**config.mk**
```make
export PLATFORM = sky130hd
export DESIGN_NAME = serial_receiver
export DESIGN_NICKNAME = d
export VERILOG_FILES = /design/src/rtl/serial_receiver_pkg.sv /design/src/rtl/rx_fifo.sv /design/src/rtl/serial_receiver.sv
export SDC_FILE = /design/constraint.sdc
export NUM_CORES = 1
export LEC_CHECK = 0
export BUFFER_PORTS_ARGS = -buffer_cell sky130_fd_sc_hd__buf_4
export CAP_MARGIN = 10
export CELL_PAD_IN_SITES_DETAIL_PLACEMENT = 0
export CELL_PAD_IN_SITES_GLOBAL_PLACEMENT = 1
export CORE_UTILIZATION = 53
export CTS_CLUSTER_DIAMETER = 80
export DETAILED_ROUTE_END_ITERATION = 7
export PLACE_DENSITY = 0.94
export SYNTH_ARGS = -nofsm -noshare
export SYNTH_HDL_FRONTEND = slang
export SYNTH_SLANG_ARGS = --single-unit
```
**constraint.sdc**
```tcl
create_clock -name clk -period 4.4 [get_ports clk]
set_input_delay 0.88 -clock clk [delete_from_list [all_inputs] [get_ports clk]]
set_output_delay 0.88 -clock clk [all_outputs]
set_load 0.02 [all_outputs]
```
**src/rtl/serial_receiver_pkg.sv**
```systemverilog
// ============================================================================
// Module      : serial_receiver_pkg
// Description : Shared constants, FSM state encoding and parity helper for the
//               serial receiver.
// Revision    : 1.0 - initial release
// ============================================================================
`default_nettype none

package serial_receiver_pkg;

    localparam int DATA_W     = 7;
    localparam int FRAME_BITS = 8;  // data bits plus parity flag per FIFO entry

    localparam logic [1:0] c_ST_IDLE   = 2'd0;
    localparam logic [1:0] c_ST_DATA   = 2'd1;
    localparam logic [1:0] c_ST_PARITY = 2'd2;
    localparam logic [1:0] c_ST_STOP   = 2'd3;

    localparam logic [2:0] c_LAST_BIT = 3'(DATA_W - 1);

    function automatic logic even_parity(input logic [DATA_W-1:0] d);
        return ^d;
    endfunction

endpackage

`default_nettype wire

```
**src/rtl/rx_fifo.sv**
```systemverilog
// ============================================================================
// Module      : rx_fifo
// Description : Synchronous FIFO with first-word-fall-through head; a push is
//               accepted when full only if a pop happens in the same cycle.
// Revision    : 1.0 - initial release
// ============================================================================
`default_nettype none

module rx_fifo #(
    parameter int WIDTH = 8,
    parameter int DEPTH = 4
) (
    input  logic             clk,
    input  logic             rst,
    input  logic             push,
    input  logic [WIDTH-1:0] push_data,
    input  logic             pop,
    output logic [WIDTH-1:0] pop_data,
    output logic             full,
    output logic             empty
);

    localparam int c_PTR_W = $clog2(DEPTH);

    logic [WIDTH-1:0] r_mem [DEPTH];
    logic [c_PTR_W:0] r_wr_ptr;
    logic [c_PTR_W:0] r_rd_ptr;
    logic             w_do_push;
    logic             w_do_pop;

    // Extra pointer MSB distinguishes full from empty when the indices match
    assign empty = (r_wr_ptr == r_rd_ptr);
    assign full  = (r_wr_ptr[c_PTR_W] != r_rd_ptr[c_PTR_W]) &&
                   (r_wr_ptr[c_PTR_W-1:0] == r_rd_ptr[c_PTR_W-1:0]);

    assign w_do_pop  = pop && !empty;
    assign w_do_push = push && (!full || w_do_pop);

    assign pop_data = r_mem[r_rd_ptr[c_PTR_W-1:0]];

    always_ff @(posedge clk) begin
        if (rst) begin
            r_wr_ptr <= '0;
            r_rd_ptr <= '0;
        end else begin
            if (w_do_push) begin
                r_wr_ptr <= r_wr_ptr + {{c_PTR_W{1'b0}}, 1'b1};
            end
            if (w_do_pop) begin
                r_rd_ptr <= r_rd_ptr + {{c_PTR_W{1'b0}}, 1'b1};
            end
        end
    end

    always_ff @(posedge clk) begin
        if (w_do_push) begin
            r_mem[r_wr_ptr[c_PTR_W-1:0]] <= push_data;
        end
    end

endmodule

`default_nettype wire

```
**src/rtl/serial_receiver.sv**
```systemverilog
// ============================================================================
// Module      : serial_receiver
// Description : One-bit-per-clock serial frame receiver (start, 7 data LSB
//               first, even parity, stop) feeding a small frame FIFO.
// Revision    : 1.0 - initial release
// ============================================================================
`default_nettype none

module serial_receiver
    import serial_receiver_pkg::*;
#(
    parameter int FIFO_DEPTH = 4
) (
    input  logic              clk,
    input  logic              rst,
    input  logic              serial_in,
    output logic [DATA_W-1:0] data_out,
    output logic              parity_err,
    output logic              data_valid,
    input  logic              data_ready,
    output logic              framing_err,
    output logic              overflow,
    output logic              busy
);

    logic [1:0]            r_state;
    logic [1:0]            w_next_state;
    logic [2:0]            r_bit_cnt;
    logic [DATA_W-1:0]     r_data;
    logic                  r_parity;
    logic                  r_armed;
    logic                  r_framing_err;
    logic                  r_overflow;
    logic                  w_push;
    logic                  w_frame_bad;
    logic                  w_pop;
    logic                  w_fifo_full;
    logic                  w_fifo_empty;
    logic [FRAME_BITS-1:0] w_entry;
    logic [FRAME_BITS-1:0] w_fifo_dout;

    always_ff @(posedge clk) begin
        if (rst) begin
            r_state <= c_ST_IDLE;
        end else begin
            r_state <= w_next_state;
        end
    end

    always_comb begin
        w_next_state = r_state;
        case (r_state)
            c_ST_IDLE:   if (r_armed && !serial_in) w_next_state = c_ST_DATA;
            c_ST_DATA:   if (r_bit_cnt == c_LAST_BIT) w_next_state = c_ST_PARITY;
            c_ST_PARITY: w_next_state = c_ST_STOP;
            c_ST_STOP:   w_next_state = c_ST_IDLE;
            default:     w_next_state = c_ST_IDLE;
        endcase
    end

    always_comb begin
        w_push      = 1'b0;
        w_frame_bad = 1'b0;
        busy        = (r_state != c_ST_IDLE);
        if (r_state == c_ST_STOP) begin
            w_push      = serial_in;
            w_frame_bad = !serial_in;
        end
    end

    // A low stop bit leaves the receiver disarmed so it cannot double as a start
    always_ff @(posedge clk) begin
        if (rst) begin
            r_bit_cnt     <= '0;
            r_data        <= '0;
            r_parity      <= 1'b0;
            r_armed       <= 1'b0;
            r_framing_err <= 1'b0;
            r_overflow    <= 1'b0;
        end else begin
            r_framing_err <= w_frame_bad;
            r_overflow    <= w_push && w_fifo_full && !w_pop;
            case (r_state)
                c_ST_IDLE: begin
                    r_bit_cnt <= '0;
                    if (serial_in) begin
                        r_armed <= 1'b1;
                    end
                end
                c_ST_DATA: begin
                    r_data    <= {serial_in, r_data[DATA_W-1:1]};
                    r_bit_cnt <= r_bit_cnt + 3'd1;
                end
                c_ST_PARITY: r_parity <= serial_in;
                c_ST_STOP:   r_armed  <= serial_in;
                default:     r_bit_cnt <= '0;
            endcase
        end
    end

    assign w_entry = {(r_parity != even_parity(r_data)), r_data};
    assign w_pop   = data_ready && !w_fifo_empty;

    rx_fifo #(
        .WIDTH (FRAME_BITS),
        .DEPTH (FIFO_DEPTH)
    ) u_fifo (
        .clk       (clk),
        .rst       (rst),
        .push      (w_push),
        .push_data (w_entry),
        .pop       (data_ready),
        .pop_data  (w_fifo_dout),
        .full      (w_fifo_full),
        .empty     (w_fifo_empty)
    );

    assign data_out    = w_fifo_dout[DATA_W-1:0];
    assign parity_err  = w_fifo_dout[DATA_W];
    assign data_valid  = !w_fifo_empty;
    assign framing_err = r_framing_err;
    assign overflow    = r_overflow;

endmodule

`default_nettype wire
```
==> run_results.csv, run 1 <==
group,metric,value,unit
detailed_routing,dr_wl_met2,1850,um
detailed_routing,drt-initial-drc-count,64,
sta,period_share,59.3,%
status,status,"finished clean",
sta,setup_tns,0,ps
floorplan,num_rows,23,
detailed_routing,wl_per_cell,15.2,um
critical_path,crit_buf_inv,1,
yosys,syn-num-nets,181,
flow_run,drv_cap,0,
clocking,clock-sinks,56,
floorplan,num_io_pins,16,
yosys,avgSynthCellArea,14.1,sq um
yosys,syn_inst,166,
detailed_routing,drtAntennaViolNets,0,
sta,final.min_clock_period,2610,ps
final_layout,diodes,0,
global_routing,antenna_found_initial,0,
global_routing,grt_start_max_net_pins,25,
yosys,ys_seq_area_share,61.7,%
clocking,cts_resized,0,
critical_path,crit_path_start_kind,"register",
critical_path,path_delay_family,"flip-flops",
yosys,synth_area,2340,sq um
detailed_routing,wl_met3,104,um
global_routing,grt_overflow,0,
final_layout,seqCellArea,1440,sq um
clocking,clock_path_buffers,2,
power_and_ir_drop,leakage,0.000968,uW
sta,slew_headroom,57.7,%
critical_path,r2r-end,"r_state[1]",
final_layout,fill_cells,314,
hold_path,holdPathStages,2,
global_routing,grt_pass1_vias,1317,
floorplan,dieArea,4680,sq um
sta,worst_slack,1790,ps
clocking,htreeDepth,2,
placement,dp_slack,2080,ps
yosys,ys_types,28,
floorplan,core_area,4120,sq um
clocking,tritoncts,"yes",
hold_path,hp-class,"register to register",
sta,worst-slew-pin-transition,634,ps
power_and_ir_drop,ir_drop,0.000231,V
floorplan,initial_core_util,56.8,%
hold_path,min_from,"r_armed",
detailed_routing,remaining_drc_errors,0,
final_layout,fin_nets,197,
yosys,synth-seq-cells,56,
critical_path,r2r_slack,2620,ps
final_layout,area_growth,10.1,%
final_layout,final_area,2570,sq um
global_routing,globalRouteTotalUtil,18.2,%
sta,max_freq,0.383,GHz
sta,holdWs,507,ps
critical_path,crit_chain,"mux4_2 -> buf_4",
critical_path,worst_path_largest_cell_delay,670,ps
placement,postPlaceCellArea,2490,sq um
critical_path,end_kind,"output pin",
critical_path,arrival,1730,ps
detailed_routing,num_vias,1256,
sta,rsz0062_at_grt,"false",
placement,hpwl,2510,um
sta,setup_viol,0,
clocking,ctsHoldBuffers,0,
detailed_routing,viasPerCell,5.39,
placement,gp_congestion,0.758,
detailed_routing,wl_met1,1540,um
critical_path,cp_slowest_cell,"dfxtp_1",
critical_path,worstReg2RegStart,"r_state[1]",
final_layout,layout-drive-gt1-share,19.1,%
clocking,cts_setup_buffers,0,
clocking,clkTransAtPathRegs,90,ps
placement,port_buffers,15,
sta,slew_viol_final,0,
floorplan,die_w,68.4,um
floorplan,die_h,68.4,um
power_and_ir_drop,power_per_cell_area,398,nW/um^2
global_routing,grt_pass1_wl,5890,um
hold_path,whs_endpoint,"r_armed",
detailed_routing,wirelength,3540,um
detailed_routing,drtPass1Iterations,4,
critical_path,required,3520,ps
yosys,yosysWarnings,0,
clocking,clk_latency,310,ps
clocking,numCtsBuffers,5,
sta,skew,8.06,ps
critical_path,critical_path_class,"register to output pin",
clocking,cts-root-buf,"clkbuf_8",
sta,hold_violations,0,
critical_path,reg2reg_depth,6,
final_layout,multiInputGateArea,845,sq um
critical_path,path_max_fanout,8,
detailed_routing,top_layer,"met4",
==> flip-flops by register name (all words and copies together) (netlist names), named ones only <==
| signal | count |
|---|---|
| r_state | 2 |
| u_fifo.r_mem | 32 |
| r_armed | 1 |
| u_fifo.r_wr_ptr | 3 |
| framing_err | 1 |
| overflow | 1 |
| r_parity | 1 |
| r_data | 7 |
| r_bit_cnt | 3 |
| u_fifo.r_rd_ptr | 3 |
==> cells in the final DEF (no fill, tap or decap) <==
master     n
edfxtp_1  32
nor2_1    25
dfxtp_1   24
buf_4     15
mux2i_1   11
ha_1      11
mux4_2     8
xnor2_1    8
inv_1      7
xor2_1     7
clkbuf_8   5
a21oi_1    4
nor3_1     4
and2_2     3
nand2b_1   3
nor3b_1    2
clkbuf_1   2
nand2_1    1
and2_1     1
o41a_4     1
and2_4     1
o31ai_1    1
a21boi_0   1
nand3_1    1
o21ai_2    1
o21a_1     1
and4b_1    1
o311ai_0   1
clkinv_4   1
==> synthesized netlist by cell type, drive strengths merged <==
cell,number,area [sq um]
mux4,8,180
o31ai,1,7.51
ha,11,138
mux2i,11,110
a21oi,4,20.0
o41a,1,21.3
o311ai,1,8.76
and2,5,37.5
buf,3,13.8
xnor2,8,70.1
nand2b,3,18.8
inv,7,26.3
nor3,4,20.0
clkbuf,3,11.3
and4b,1,10.0
o21ai,1,8.76
nor2,25,93.8
nor3b,2,15.0
nand3,1,5.00
dfxtp,24,480
a21boi,1,7.51
o21a,1,7.51
edfxtp,32,961
nand2,1,3.75
xor2,7,61.3
==> through the flow <==
step | total power (uW) | utilization (%) | std cells
finish | 1020 | 62.5 | 233
global route | 1070 | 62.5 | 233
CTS | 1040 | 62.5 | 233
detailed placement | 773 | 60.4 | 225
global placement | 758 | 60.4 | 225
floorplan | 727 | - | 166
==> worst min-delay path: stages (launching register included) <==
cell	delay [ps]
dfxtp_1	320
nor2_1	100
nor3_1	50
==> final cells by class <==
class	instances	share of cell area, %
Multi-Input combinational cell	97	32.8
Timing Repair Buffer	15	4.38
Inverter	7	1.02
Tap cell	50	2.43
Sequential cell	56	56.0
Clock inverter	1	0.340
Clock buffer	7	2.97
==> per-layer routing <==
metal  global-route usage, %  vias up
met5                       0        -
met2                    32.7       17
met4                    8.85        0
li1                        -      621
met1                    19.9      612
met3                    4.33        6
==> logic make-up (layout without fill, tap and decap cells) <==
family,after synthesis,in the layout,share of synthesized area [%]
compound gates,10,10,3.48
xor+xnor,15,15,5.62
fa+ha+maj,11,11,5.89
buf+inv,13,30,2.19
flops,56,56,61.7
mux,19,19,12.4
simple gates,42,42,8.73
==> power breakdown <==
part / switching, uW / leakage, uW / internal, uW
clock network: 152 / 0.0000424 / 114
registers: 17.1 / 0.000490 / 571
logic: 97.6 / 0.000436 / 72.8
==> worst max path at each step <==
stage	from	depth (start not counted)	slack, ps	end
final	register	2	1790	data_out[6]
after global routing	register	2	1650	data_out[5]
after CTS	register	2	1740	data_out[6]
after detailed placement	register	2	2080	data_out[6]
after global placement	register	2	2100	data_out[6]
after floorplan	register	2	2400	data_out[0]
No activity file was read; power rests on OpenSTA's default activity.
==> run 2: changes to the inputs <==
--- a/config.mk
+++ b/config.mk
@@ -9,10 +9,10 @@
 export CAP_MARGIN = 10
 export CELL_PAD_IN_SITES_DETAIL_PLACEMENT = 0
 export CELL_PAD_IN_SITES_GLOBAL_PLACEMENT = 1
-export CORE_UTILIZATION = 53
+export CORE_UTILIZATION = 44
 export CTS_CLUSTER_DIAMETER = 80
 export DETAILED_ROUTE_END_ITERATION = 7
-export PLACE_DENSITY = 0.94
+export PLACE_DENSITY = 0.85
 export SYNTH_ARGS = -nofsm -noshare
 export SYNTH_HDL_FRONTEND = slang
 export SYNTH_SLANG_ARGS = --single-unit
==> constraint.sdc (replaced) <==
create_clock -name clk -period 2.2 [get_ports clk]
set_input_delay 0.44 -clock clk [delete_from_list [all_inputs] [get_ports clk]]
set_output_delay 0.44 -clock clk [all_outputs]
set_load 0.02 [all_outputs]
==> run_results.csv, run 2 (same netlist as run 1, synthesis figures left out) <==
group,metric,value,unit
floorplan,num_rows,26,
placement,hpwl,2400,um
clocking,tritoncts,"yes",
detailed_routing,viasPerCell,4.83,
final_layout,fin_cells,253,
placement,port_buffers,15,
sta,rsz0062_at_grt,"false",
placement,gp_congestion,0.709,
sta,period_share,89.2,%
global_routing,grt_pass1_wl,5640,um
detailed_routing,drtPass1Iterations,4,
floorplan,die_h,74.9,um
critical_path,r2r_slack,410,ps
sta,final.min_clock_period,1960,ps
global_routing,grt_start_max_net_pins,25,
sta,skew,5.61,ps
hold_path,hp-class,"input pin to register",
clocking,cts_setup_buffers,0,
sta,slew_viol_final,0,
critical_path,critical_path_class,"register to output pin",
detailed_routing,wl_per_cell,13.4,um
hold_path,holdPathStages,3,
critical_path,required,1760,ps
floorplan,core_area,5110,sq um
clocking,clock-sinks,56,
hold_path,min_from,"serial_in",
power_and_ir_drop,ir_drop,0.000505,V
critical_path,end_kind,"output pin",
global_routing,grt_pass1_vias,1188,
critical_path,worstReg2RegStart,"r_state[1]",
power_and_ir_drop,power_per_cell_area,783,nW/um^2
critical_path,crit_path_start_kind,"register",
clocking,htreeDepth,2,
critical_path,r2r-end,"r_state[1]",
final_layout,layout_common_cells,"edfxtp_1, nor2_1, dfxtp_1",
detailed_routing,remaining_drc_errors,0,
global_routing,grt_overflow,0,
sta,hold_violations,0,
power_and_ir_drop,finalPower,2030,uW
clocking,clk_latency,300,ps
final_layout,largest_reg_flops,32,
clocking,clkTransAtPathRegs,90,ps
final_layout,area_growth,11.1,%
placement,dp.cells,245,
sta,worst_slack,238,ps
detailed_routing,drtAntennaViolNets,0,
floorplan,die_w,74.9,um
critical_path,arrival,1520,ps
floorplan,initial_core_util,45.8,%
floorplan,num_io_pins,16,
sta,worst-slew-pin-transition,625,ps
clocking,clock_path_buffers,2,
sta,slew_headroom,58.3,%
sta,setup_viol,0,
clocking,cts-root-buf,"clkbuf_8",
hold_path,whs_endpoint,"r_data[6]",
floorplan,dieArea,5610,sq um
global_routing,globalRouteTotalUtil,13.9,%
placement,dp_slack,366,ps
critical_path,reg2reg_depth,6,
final_layout,diodes,0,
status,status,"finished clean",
final_layout,layout-drive-gt1-share,19.7,%
final_layout,fin_nets,197,
flow_run,drv_cap,0,
power_and_ir_drop,leakage,0.000965,uW
critical_path,path_max_fanout,8,
clocking,numCtsBuffers,5,
final_layout,mostFrequentLayoutCell,"edfxtp_1",
sta,setup_tns,0,ps
sta,holdWs,417,ps
global_routing,antenna_found_initial,0,
detailed_routing,num_vias,1222,
detailed_routing,wirelength,3390,um
detailed_routing,drt-initial-drc-count,59,
sta,max_freq,0.510,GHz
-- run 2: worst max-delay path by stage --
stage | startpoint | end | slack, ps | cells after the start
floorplan | register | data_out[0] | 640 | 2
global placement | register | data_out[5] | 390 | 2
detailed placement | register | data_out[5] | 370 | 2
CTS | register | data_out[5] | 30 | 2
global route | register | parity_err | 160 | 2
finish | register | data_out[5] | 240 | 2
-- run 2: metal layers --
metal | up-vias | GRT usage, % | routed length, um
met5 | - | 0 | 0
met4 | 0 | 5.03 | 43
met3 | 4 | 4.02 | 114
met2 | 20 | 22.8 | 1640
met1 | 582 | 17.5 | 1600
li1 | 616 | - | -
-- run 2: where the power goes --
part	internal (uW)	switching [uW]
registers	1140	35.1
clock network	221	300
logic	145	190
-- run 2: layout make-up --
type	instances	area [sq um]
Timing Repair Buffer	15	113
Clock inverter	2	11.3
Multi-Input combinational cell	97	845
Clock buffer	6	72.6
Fill cell	441	2510
Tap cell	70	87.6
Sequential cell	56	1440
Inverter	7	26.3
-- run 2: repair_timing --
action | CTS | global route
setup endpoints to repair | 0 | 8
resized for setup | 0 | 1
hold buffers | 0 | 0
-- run 2: per-stage QoR --
step,instance area (sq um),utilization [%]
after floorplan,2340,-
after global placement,2510,49.2
after detailed placement,2510,49.2
after CTS,2600,50.8
after global routing,2600,50.9
final,2600,50.9
-- run 2: critical path, cell delays in order, from the launching register on --
cell     delay (ps)
dfxtp_2         510
mux4_2          540
buf_4           170
